**src/rtl/mem_pkg.sv**
```systemverilog
// ----------------------------------------------------------------------------
// mem_pkg: shared constants and types for the block-transfer memory arbiter.
// Rev 1.0
// ----------------------------------------------------------------------------
`default_nettype none

package mem_pkg;

  localparam int WORD_W          = 32;
  localparam int WORDS_PER_BLOCK = 8;
  localparam int BEAT_W          = 3;
  localparam int BLOCK_OFFSET_W  = BEAT_W + 2;

  typedef enum logic [1:0] {
    IDLE     = 2'd0,
    WAIT_RDY = 2'd1,
    BEAT     = 2'd2,
    DONE     = 2'd3
  } arb_state_t;

  typedef logic port_id_t;

  // Clears the byte-within-block offset so memory always sees the block base.
  function automatic logic [WORD_W-1:0] block_base(input logic [WORD_W-1:0] addr,
                                                   input int                off_w);
    return addr & ~((32'd1 << off_w) - 32'd1);
  endfunction

endpackage

`default_nettype wire

```
**src/rtl/rr_arbiter2.sv**
```systemverilog
// ----------------------------------------------------------------------------
// rr_arbiter2: two-input round-robin grant; LAST pointer resets to port 1.
// Rev 1.0
// ----------------------------------------------------------------------------
`default_nettype none

module rr_arbiter2
  import mem_pkg::*;
(
  input  logic       clk_i,
  input  logic       rst_i,
  input  logic [1:0] req_i,
  input  logic       advance_i,
  output logic       gnt_valid_o,
  output port_id_t   gnt_port_o
);

  port_id_t last_q;

  always_ff @(posedge clk_i or posedge rst_i) begin
    if (rst_i) begin
      last_q <= 1'b1;
    end else if (advance_i && gnt_valid_o) begin
      last_q <= gnt_port_o;
    end
  end

  always_comb begin
    gnt_valid_o = |req_i;
    if (&req_i) begin
      gnt_port_o = ~last_q;
    end else begin
      gnt_port_o = req_i[1];
    end
  end

endmodule

`default_nettype wire

```
**src/rtl/mem_block_arbiter.sv**
```systemverilog
// ----------------------------------------------------------------------------
// mem_block_arbiter: shares one block-transfer memory port between I/D caches.
// Optional stall timeout: define MEM_ARB_TIMEOUT_EN.  Rev 1.0
// ----------------------------------------------------------------------------
`default_nettype none

module mem_block_arbiter #(
  parameter int WORDS_PER_BLOCK = 8,
  parameter int BEAT_W          = 3,
  parameter int TIMEOUT_CYCLES  = 64
) (
  input  logic              clk_i,
  input  logic              rst_i,
  input  logic              req0_i,
  input  logic              req1_i,
  input  logic              we0_i,
  input  logic              we1_i,
  input  logic [31:0]       addr0_i,
  input  logic [31:0]       addr1_i,
  input  logic [31:0]       wdata0_i,
  input  logic [31:0]       wdata1_i,
  output logic              gnt0_o,
  output logic              gnt1_o,
  output logic              done0_o,
  output logic              done1_o,
  output logic [BEAT_W-1:0] beat_idx_o,
  output logic [31:0]       rdata_o,
  output logic              rvalid_o,
  output logic              mem_valid_o,
  output logic              mem_load_o,
  output logic              mem_store_o,
  output logic [31:0]       mem_addr_o,
  output logic [31:0]       mem_wdata_o,
  input  logic              mem_ready_i,
  input  logic              mem_beat_valid_i,
  input  logic [31:0]       mem_rdata_i,
  output logic              err_o
);

  import mem_pkg::*;

  if (TIMEOUT_CYCLES < 2 || WORDS_PER_BLOCK < 2 || (1 << BEAT_W) != WORDS_PER_BLOCK) begin : g_bad_cfg
    $error("mem_block_arbiter: inconsistent WORDS_PER_BLOCK/BEAT_W/TIMEOUT_CYCLES");
  end

  arb_state_t        state_q, state_d;
  port_id_t          port_q;
  logic              we_q;
  logic [31:0]       addr_q;
  logic [BEAT_W-1:0] beat_q, beat_d;
  logic              err_q, err_d;

  logic              w_gnt_valid;
  port_id_t          w_gnt_port;
  logic              w_take;
  logic              w_beat_last;
  logic              w_timeout;
  logic              w_xfer;

  assign w_take      = (state_q == IDLE) && w_gnt_valid;
  assign w_beat_last = (beat_q == BEAT_W'(WORDS_PER_BLOCK - 1));

  rr_arbiter2 u_rr (
    .clk_i       (clk_i),
    .rst_i       (rst_i),
    .req_i       ({req1_i, req0_i}),
    .advance_i   (w_take),
    .gnt_valid_o (w_gnt_valid),
    .gnt_port_o  (w_gnt_port)
  );

`ifdef MEM_ARB_TIMEOUT_EN
  localparam int STALL_W = $clog2(TIMEOUT_CYCLES + 1);

  logic [STALL_W-1:0] stall_q, stall_d;

  always_comb begin
    stall_d = '0;
    if ((state_q == BEAT) && mem_beat_valid_i) begin
      stall_d = '0;
    end else if ((state_q == WAIT_RDY) || (state_q == BEAT)) begin
      stall_d = stall_q + 1'b1;
    end
  end

  always_ff @(posedge clk_i or posedge rst_i) begin
    if (rst_i) begin
      stall_q <= '0;
    end else begin
      stall_q <= stall_d;
    end
  end

  // >= so a stall that crosses the limit during the WAIT_RDY->BEAT hop still fires.
  assign w_timeout = (int'(stall_q) >= TIMEOUT_CYCLES - 1);
`else
  assign w_timeout = 1'b0;
`endif

  always_ff @(posedge clk_i or posedge rst_i) begin
    if (rst_i) begin
      state_q <= IDLE;
      port_q  <= 1'b0;
      we_q    <= 1'b0;
      addr_q  <= '0;
      beat_q  <= '0;
      err_q   <= 1'b0;
    end else begin
      state_q <= state_d;
      beat_q  <= beat_d;
      err_q   <= err_d;
      if (w_take) begin
        port_q <= w_gnt_port;
        we_q   <= w_gnt_port ? we1_i : we0_i;
        addr_q <= block_base(w_gnt_port ? addr1_i : addr0_i, BEAT_W + 2);
      end
    end
  end

  always_comb begin
    state_d = state_q;
    beat_d  = beat_q;
    err_d   = err_q;
    case (state_q)
      IDLE: begin
        err_d  = 1'b0;
        beat_d = '0;
        if (w_gnt_valid) begin
          state_d = WAIT_RDY;
        end
      end
      WAIT_RDY: begin
        if (mem_ready_i) begin
          state_d = BEAT;
        end else if (w_timeout) begin
          state_d = DONE;
          err_d   = 1'b1;
        end
      end
      BEAT: begin
        if (mem_beat_valid_i) begin
          beat_d = beat_q + 1'b1;
          if (w_beat_last) begin
            state_d = DONE;
          end
        end else if (w_timeout) begin
          state_d = DONE;
          err_d   = 1'b1;
        end
      end
      DONE: begin
        beat_d  = '0;
        state_d = IDLE;
      end
      default: begin
        state_d = IDLE;
      end
    endcase
  end

  always_comb begin
    w_xfer      = (state_q == WAIT_RDY) || (state_q == BEAT);
    gnt0_o      = (state_q != IDLE) && (port_q == 1'b0);
    gnt1_o      = (state_q != IDLE) && (port_q == 1'b1);
    done0_o     = (state_q == DONE) && (port_q == 1'b0);
    done1_o     = (state_q == DONE) && (port_q == 1'b1);
    err_o       = (state_q == DONE) && err_q;
    beat_idx_o  = beat_q;
    mem_valid_o = w_xfer;
    mem_load_o  = w_xfer && !we_q;
    mem_store_o = w_xfer && we_q;
    mem_addr_o  = w_xfer ? addr_q : '0;
    mem_wdata_o = w_xfer ? (port_q ? wdata1_i : wdata0_i) : '0;
    rvalid_o    = (state_q == BEAT) && mem_beat_valid_i && !we_q;
  end

  assign rdata_o = mem_rdata_i;

endmodule

`default_nettype wire

```
**config.mk**
```make
export PLATFORM = sky130hd
export DESIGN_NAME = mem_block_arbiter
export DESIGN_NICKNAME = d
export VERILOG_FILES = /design/src/rtl/mem_pkg.sv /design/src/rtl/rr_arbiter2.sv /design/src/rtl/mem_block_arbiter.sv
export SDC_FILE = /design/constraint.sdc
export NUM_CORES = 1
export LEC_CHECK = 0
export CELL_PAD_IN_SITES_DETAIL_PLACEMENT = 0
export CELL_PAD_IN_SITES_GLOBAL_PLACEMENT = 1
export CORE_ASPECT_RATIO = 1.1
export CORE_MARGIN = 3
export CORE_UTILIZATION = 20
export CTS_BUF_LIST = sky130_fd_sc_hd__clkbuf_8 sky130_fd_sc_hd__clkbuf_16
export CTS_CLUSTER_DIAMETER = 60
export CTS_CLUSTER_SIZE = 28
export DETAILED_ROUTE_END_ITERATION = 8
export PLACE_DENSITY = 0.82
export SLEW_MARGIN = 20
export SYNTH_ARGS = -nofsm -noshare
export SYNTH_HDL_FRONTEND = slang
export SYNTH_HIERARCHICAL = 1
export SYNTH_SLANG_ARGS = --single-unit
```
**constraint.sdc**
```tcl
create_clock -name clk_i -period 1.95 [get_ports clk_i]
set_input_delay 0.195 -clock clk_i [delete_from_list [all_inputs] [get_ports clk_i]]
set_output_delay 0.195 -clock clk_i [all_outputs]
set_load 0.05 [all_outputs]
```
## Yosys cells after proc, flatten, opt, wreduce, memory -nomap -nowiden

Cells that the tools add are included.

- Reduce and logical (&&, ||, !) cells: 20
- Bitwise logic cells: 2
- $add $sub $neg: 1
- Equality and inequality tests: 8
- Mux-type cells: 13

Operators with widths:

| cell | count |
|---|---|
| two-way mux 32 bit | 4 |
| logical AND 1 bit | 10 |
| two-way mux 2 bit | 4 |
| case mux 2 bit (4 select lines) | 1 |
| != test 2 bit (second input constant) | 3 |
| case mux 3 bit (2 select lines) | 1 |
| equality test 2 bit (second input constant) | 2 |
| AND reduction 2 bit | 2 |
| AND reduction 4 bit | 1 |
| nonzero test 2 bit | 2 |
| OR reduction 2 bit | 2 |
| adder 3 x 1 -> 3 bit (second input constant) | 1 |
| equality test 3 bit (second input constant) | 1 |
| two-way mux 3 bit | 1 |
| equality test 2 x 1 -> 1 bit (second input constant) | 1 |
| zero test 2 bit | 1 |
| two-way mux 1 bit | 2 |
| != test 2 x 1 -> 1 bit (second input constant) | 1 |
| NOT 1 bit | 2 |
| zero test 1 bit | 1 |
| logical OR 1 bit | 1 |

- Output and inout bits: 108
- Bits of input ports: 168
- Flip-flop bits (word level): 35

## Longest topological paths before layout

- Depth after elaboration: 4
- Gate-level depth with buffers: 8
- Depth with buffers taken out: 5

## Hierarchy

Netlist, hierarchy kept.

Modules (own cells, without submodules):

| module | area each (um2) | cells each | times used | sequential area each (um2) |
|---|---|---|---|---|
| mem_block_arbiter | 2770.2 | 304 | 1 | 850.8 |
| rr_arbiter2 | 55.1 | 6 | 1 | 26.3 |

## Worst setup path before layout

OpenSTA, ideal clock, no wires.

- Kind: register -> output
- Start point: register state_q[0]
- End point: output port mem_wdata_o[12]
- Arrival: 2234 ps
- Stages on the path, launching flop included: 6
- Setup slack: -479 ps
- Buffers on the path: 2
- Cell sequence: dfrtp_1 inv_1 ha_1 buf_2 clkbuf_1 nor2b_1

- Cells in the longest elaborated chain, start to end: 3
- Elaborated cells between the ends (all ways): 4
- Those cells by class: 2 x eq/ne; 1 x mux; 1 x reduce/logical

RTL lines:

| what | line | source |
|---|---|---|
| start, declared | mem_block_arbiter.sv:46 | `arb_state_t state_q, state_d;` |
| start signal, assigned | mem_block_arbiter.sv:109 | `state_q <= state_d;` |
| equality test 2 x 1 -> 1 bit or equality test 2 bit (tied branches) | mem_block_arbiter.sv:162 | `w_xfer = (state_q == WAIT_RDY) \|\| (state_q == BEAT);` |
| logical OR 1 bit * | mem_block_arbiter.sv:162 |  |
| named net mem_valid_o | mem_block_arbiter.sv:29 | `output logic mem_valid_o,` |
| two-way mux 32 bit * | mem_block_arbiter.sv:173 | `mem_wdata_o = w_xfer ? (port_q ? wdata1_i : wdata0_i) : '0;` |
| end, declared | mem_block_arbiter.sv:33 | `output logic [31:0] mem_wdata_o,` |

The timed path passes the listed nets; every way through them passes the cells marked *.

## Worst setup path in the final report

- Start point: register state_q[0]
- End point: output port mem_addr_o[11]

- Cells in the longest elaborated chain, start to end: 3
- Elaborated cells between the ends (all ways): 4
- Those cells by class: 2 x eq/ne; 1 x mux; 1 x reduce/logical

RTL lines:

| what | line | source |
|---|---|---|
| equality test 2 x 1 -> 1 bit or equality test 2 bit (tied branches) | mem_block_arbiter.sv:162 |  |
| logical OR 1 bit * | mem_block_arbiter.sv:162 |  |
| two-way mux 32 bit * | mem_block_arbiter.sv:172 | `mem_addr_o = w_xfer ? addr_q : '0;` |
| end, declared | mem_block_arbiter.sv:32 | `output logic [31:0] mem_addr_o,` |

Every way passes the cells marked *; elsewhere a longest branch is shown, timed or not.

==> impl_metrics.env <==
export IMPL_netlist_top_cells_count="mux2i_1 (61), buf_4 (46), nor2b_1 (37), dfrtp_1 (34), nor2_1 (30)"
export IMPL_post_route_period_util_pct=95.6
export IMPL_worst_pin_slew_ns=0.514
export IMPL_drtAntennaViolNets=0
export IMPL_r2r_slack_ns=0.38
export IMPL_peakVddDrop_uv=1680
export IMPL_hp_class="in -> async"
export IMPL_io_buffers=195
export IMPL_cts_tree="yes"
export IMPL_hold_buffers=0
export IMPL_cp_max_fo=33
export IMPL_grt_pass1_vias=2921
export IMPL_fmax_mhz=537
export IMPL_clk_latency_ns=0.28
export IMPL_synth_top_area_share_pct=30.1
export IMPL_synthArstFlopShare_pct=100
export IMPL_rows=44
export IMPL_hpwlAfterDp_mm=7.74
export IMPL_vias_per_cell=4.16
export IMPL_numClockSinks=35
export IMPL_place_congestion=0.712
export IMPL_rr_endpoint="state_q[1]"
export IMPL_grt_use_total_pct=12.5
export IMPL_p_per_area_nw_per_um2=2550
export IMPL_yosys_warnings=6
export IMPL_reg2reg_from="beat_idx_o[0]"
export IMPL_arrival_ns=1.67
export IMPL_setup_viol=0
export IMPL_switching_share_pct=46.9
export IMPL_crit_family="buffers and inverters"
export IMPL_p_int_mw=7.87
export IMPL_finalClockSkew_ns=0.00318
export IMPL_area_growth_pct=105
export IMPL_fin_crit_ns=1.86
export IMPL_hold_viol_final=0
export IMPL_start_kind="flop"
export IMPL_synth_ff_type="dfrtp_1"
export IMPL_synth_edff_count=0
export IMPL_wire_per_inst_um=15.4
export IMPL_antenna_cells=0
export IMPL_drv_slew=0
export IMPL_slowest_delay_ns=0.40
export IMPL_clkTransAtPathRegs_ns=0.06
export IMPL_yosys_area_top_type="dfrtp_1"
export IMPL_fp_dieH_um=131
export IMPL_drv_cap=0
export IMPL_crit_type="reg -> out"
export IMPL_clkPwrFrac_pct=7.1
export IMPL_ios=276
export IMPL_critical_path_depth=5
export IMPL_cts_root_buf="clkbuf_16"
export IMPL_clockBufferDepth=2
export IMPL_fp_dieW_um=119
export IMPL_fin_util_pct=43.0
export IMPL_rsz0062_at_grt="true"
export IMPL_fp_coreArea_um2=13500
export IMPL_h_tree_depth=2
export IMPL_drc=0
export IMPL_initialDrtViolationCount=58
export IMPL_grt_max_degree=43
export IMPL_slew_limit_headroom_pct=65.6
export IMPL_p_comb_share_pct=84.0
export IMPL_synth_area_leaders="dfrtp_1 (30%), mux2i_1 (22%), buf_4 (12%)"
export IMPL_start_util_pct=20.9
export IMPL_switching_power_mw=6.94
export IMPL_fin_tns_setup_ns=0
export IMPL_post_place_ws_ns=0.194
export IMPL_seq_area_frac_synth_pct=31.0
export IMPL_synth_cells=310
export IMPL_nets=640
export IMPL_slowest_stage="dfrtp_1"
export IMPL_vias=2705
export IMPL_syn_area_um2=2830
export IMPL_worstPathCellList="inv_1, ha_4, buf_16, and2_2, buf_12"
export IMPL_crit_path_end_kind="output port"
export IMPL_holdWs_ns=0.248
export IMPL_status="finished clean"
export IMPL_cts_setup_buffers=0
export IMPL_seqPwrFrac_pct=8.9
export IMPL_gr_total_overflow=0
export IMPL_syn_avg_cell_area_um2=9.11
export IMPL_p_leak_nw=2.44
export IMPL_synth_most_common_cell="mux2i_1"
export IMPL_setup_ws_ns=0.0867
export IMPL_worstPathRequired_ns=1.75
export IMPL_r2r_cells=5
export IMPL_antenna_found_initial=1
export IMPL_path_buf_inv=3
export IMPL_grt_pass1_wl_mm=15.3
export IMPL_routed_wl_mm=10.0
export IMPL_drive_above_1_share_pct=33.0
export IMPL_die_area_um2=15600
export IMPL_synth_seq_cells=35
export IMPL_ys_types=27
export IMPL_cts_buffers=5
export IMPL_drtPass1Iterations=4
[metrics by stage]
step	cell area, µm²	total power [mW]	instances
2_1_floorplan	3030	8.09	315
3_3_place_gp	5530	13.3	641
3_5_place_dp	5530	13.5	641
4_1_cts	5760	14.8	650
5_1_grt	5800	15.5	651
6_report	5800	14.8	651
[cells by family after synthesis]
| group | count (synthesis) | synth area share [%] |
|---|---|---|
| buffers and inverters | 65 | 16.2 |
| muxes | 63 | 22.5 |
| DFF | 35 | 31.0 |
| adders and majority gates | 6 | 2.66 |
| AOI/OAI and AO/OA | 38 | 7.75 |
| other | 1 | 0.133 |
| and+or+nand+nor | 102 | 19.7 |
[power groups by stage]
| stage | sequential (mW) | combinational [mW] | clock (mW) |
|---|---|---|---|
| finish | 1.32 | 12.4 | 1.05 |
| global route | 1.38 | 13.0 | 1.13 |
| CTS | 1.33 | 12.4 | 1.09 |
| detailed placement | 1.35 | 12.1 | 0 |
| global placement | 1.32 | 12.0 | 0 |
| floorplan | 1.28 | 6.81 | 0 |
[registers in the layout, indices dropped and copies added (netlist names)]
signal	flops
addr_q	27
u_rr/last_q	1
we_q	1
port_q	1
state_q	2
beat_idx_o	3
[worst max-delay path by stage]
stage | slack, ns | endpoint | startpoint
final | 0.09 | mem_addr_o[11] | state_q[0]
after global routing | -0.005 | mem_wdata_o[14] | state_q[0]
after CTS | 0.03 | mem_wdata_o[6] | state_q[1]
after detailed placement | 0.19 | state_q[1] | req0_i
after global placement | 0.26 | state_q[1] | req0_i
after floorplan | 0.03 | mem_wdata_o[22] | state_q[0]
[cells in the final DEF, fill, tap and decap left out]
cell type	instances
ha_1	4
a21boi_4	1
and2_4	1
clkbuf_16	6
a21oi_1	29
o211ai_1	1
nand3_1	1
mux2_2	1
and2_1	1
nor2b_1	4
inv_2	1
clkinvlp_4	1
ha_2	1
a221oi_2	1
clkdlybuf4s50_1	128
buf_12	69
or2_1	1
nor2_1	30
o21ai_0	2
bufinv_16	2
nor2b_2	17
a31oi_1	1
a22o_1	2
mux2_4	1
nand2_1	3
nor2b_4	16
o32a_1	1
and2_2	28
conb_1	6
dfrtp_2	1
dfstp_2	1
ha_4	1
mux2i_1	61
dfrtp_1	33
buf_4	4
buf_16	1
inv_1	5
[timing repair]
item,in CTS,in global routing
pin swaps,0,0
setup endpoints to repair,43,22
gates resized for setup,2,6
gates cloned,1,1
[final cells by class]
class | instances | area [µm²]
clock inverters | 3 | 67.6
flip-flops and latches | 35 | 878
well taps | 184 | 230
multi-input cells | 215 | 1730
repair buffers | 203 | 2750
fillers | 1286 | 7680
inverters | 6 | 22.5
clock buffers | 5 | 125
[per-layer routing]
layer  global-route usage (%)  vias to the layer above  routed length, µm  share of wire [%]
met4                     4.25                        2                286                2.9
met1                     12.3                     1223               3290                 33
met5                        0                        -                 13               0.13
met3                     6.76                       22               1300                 13
met2                     22.5                      160               5100                 51
li1                         -                     1298                  -                  -
No activity file was read; power rests on OpenSTA's default activity.
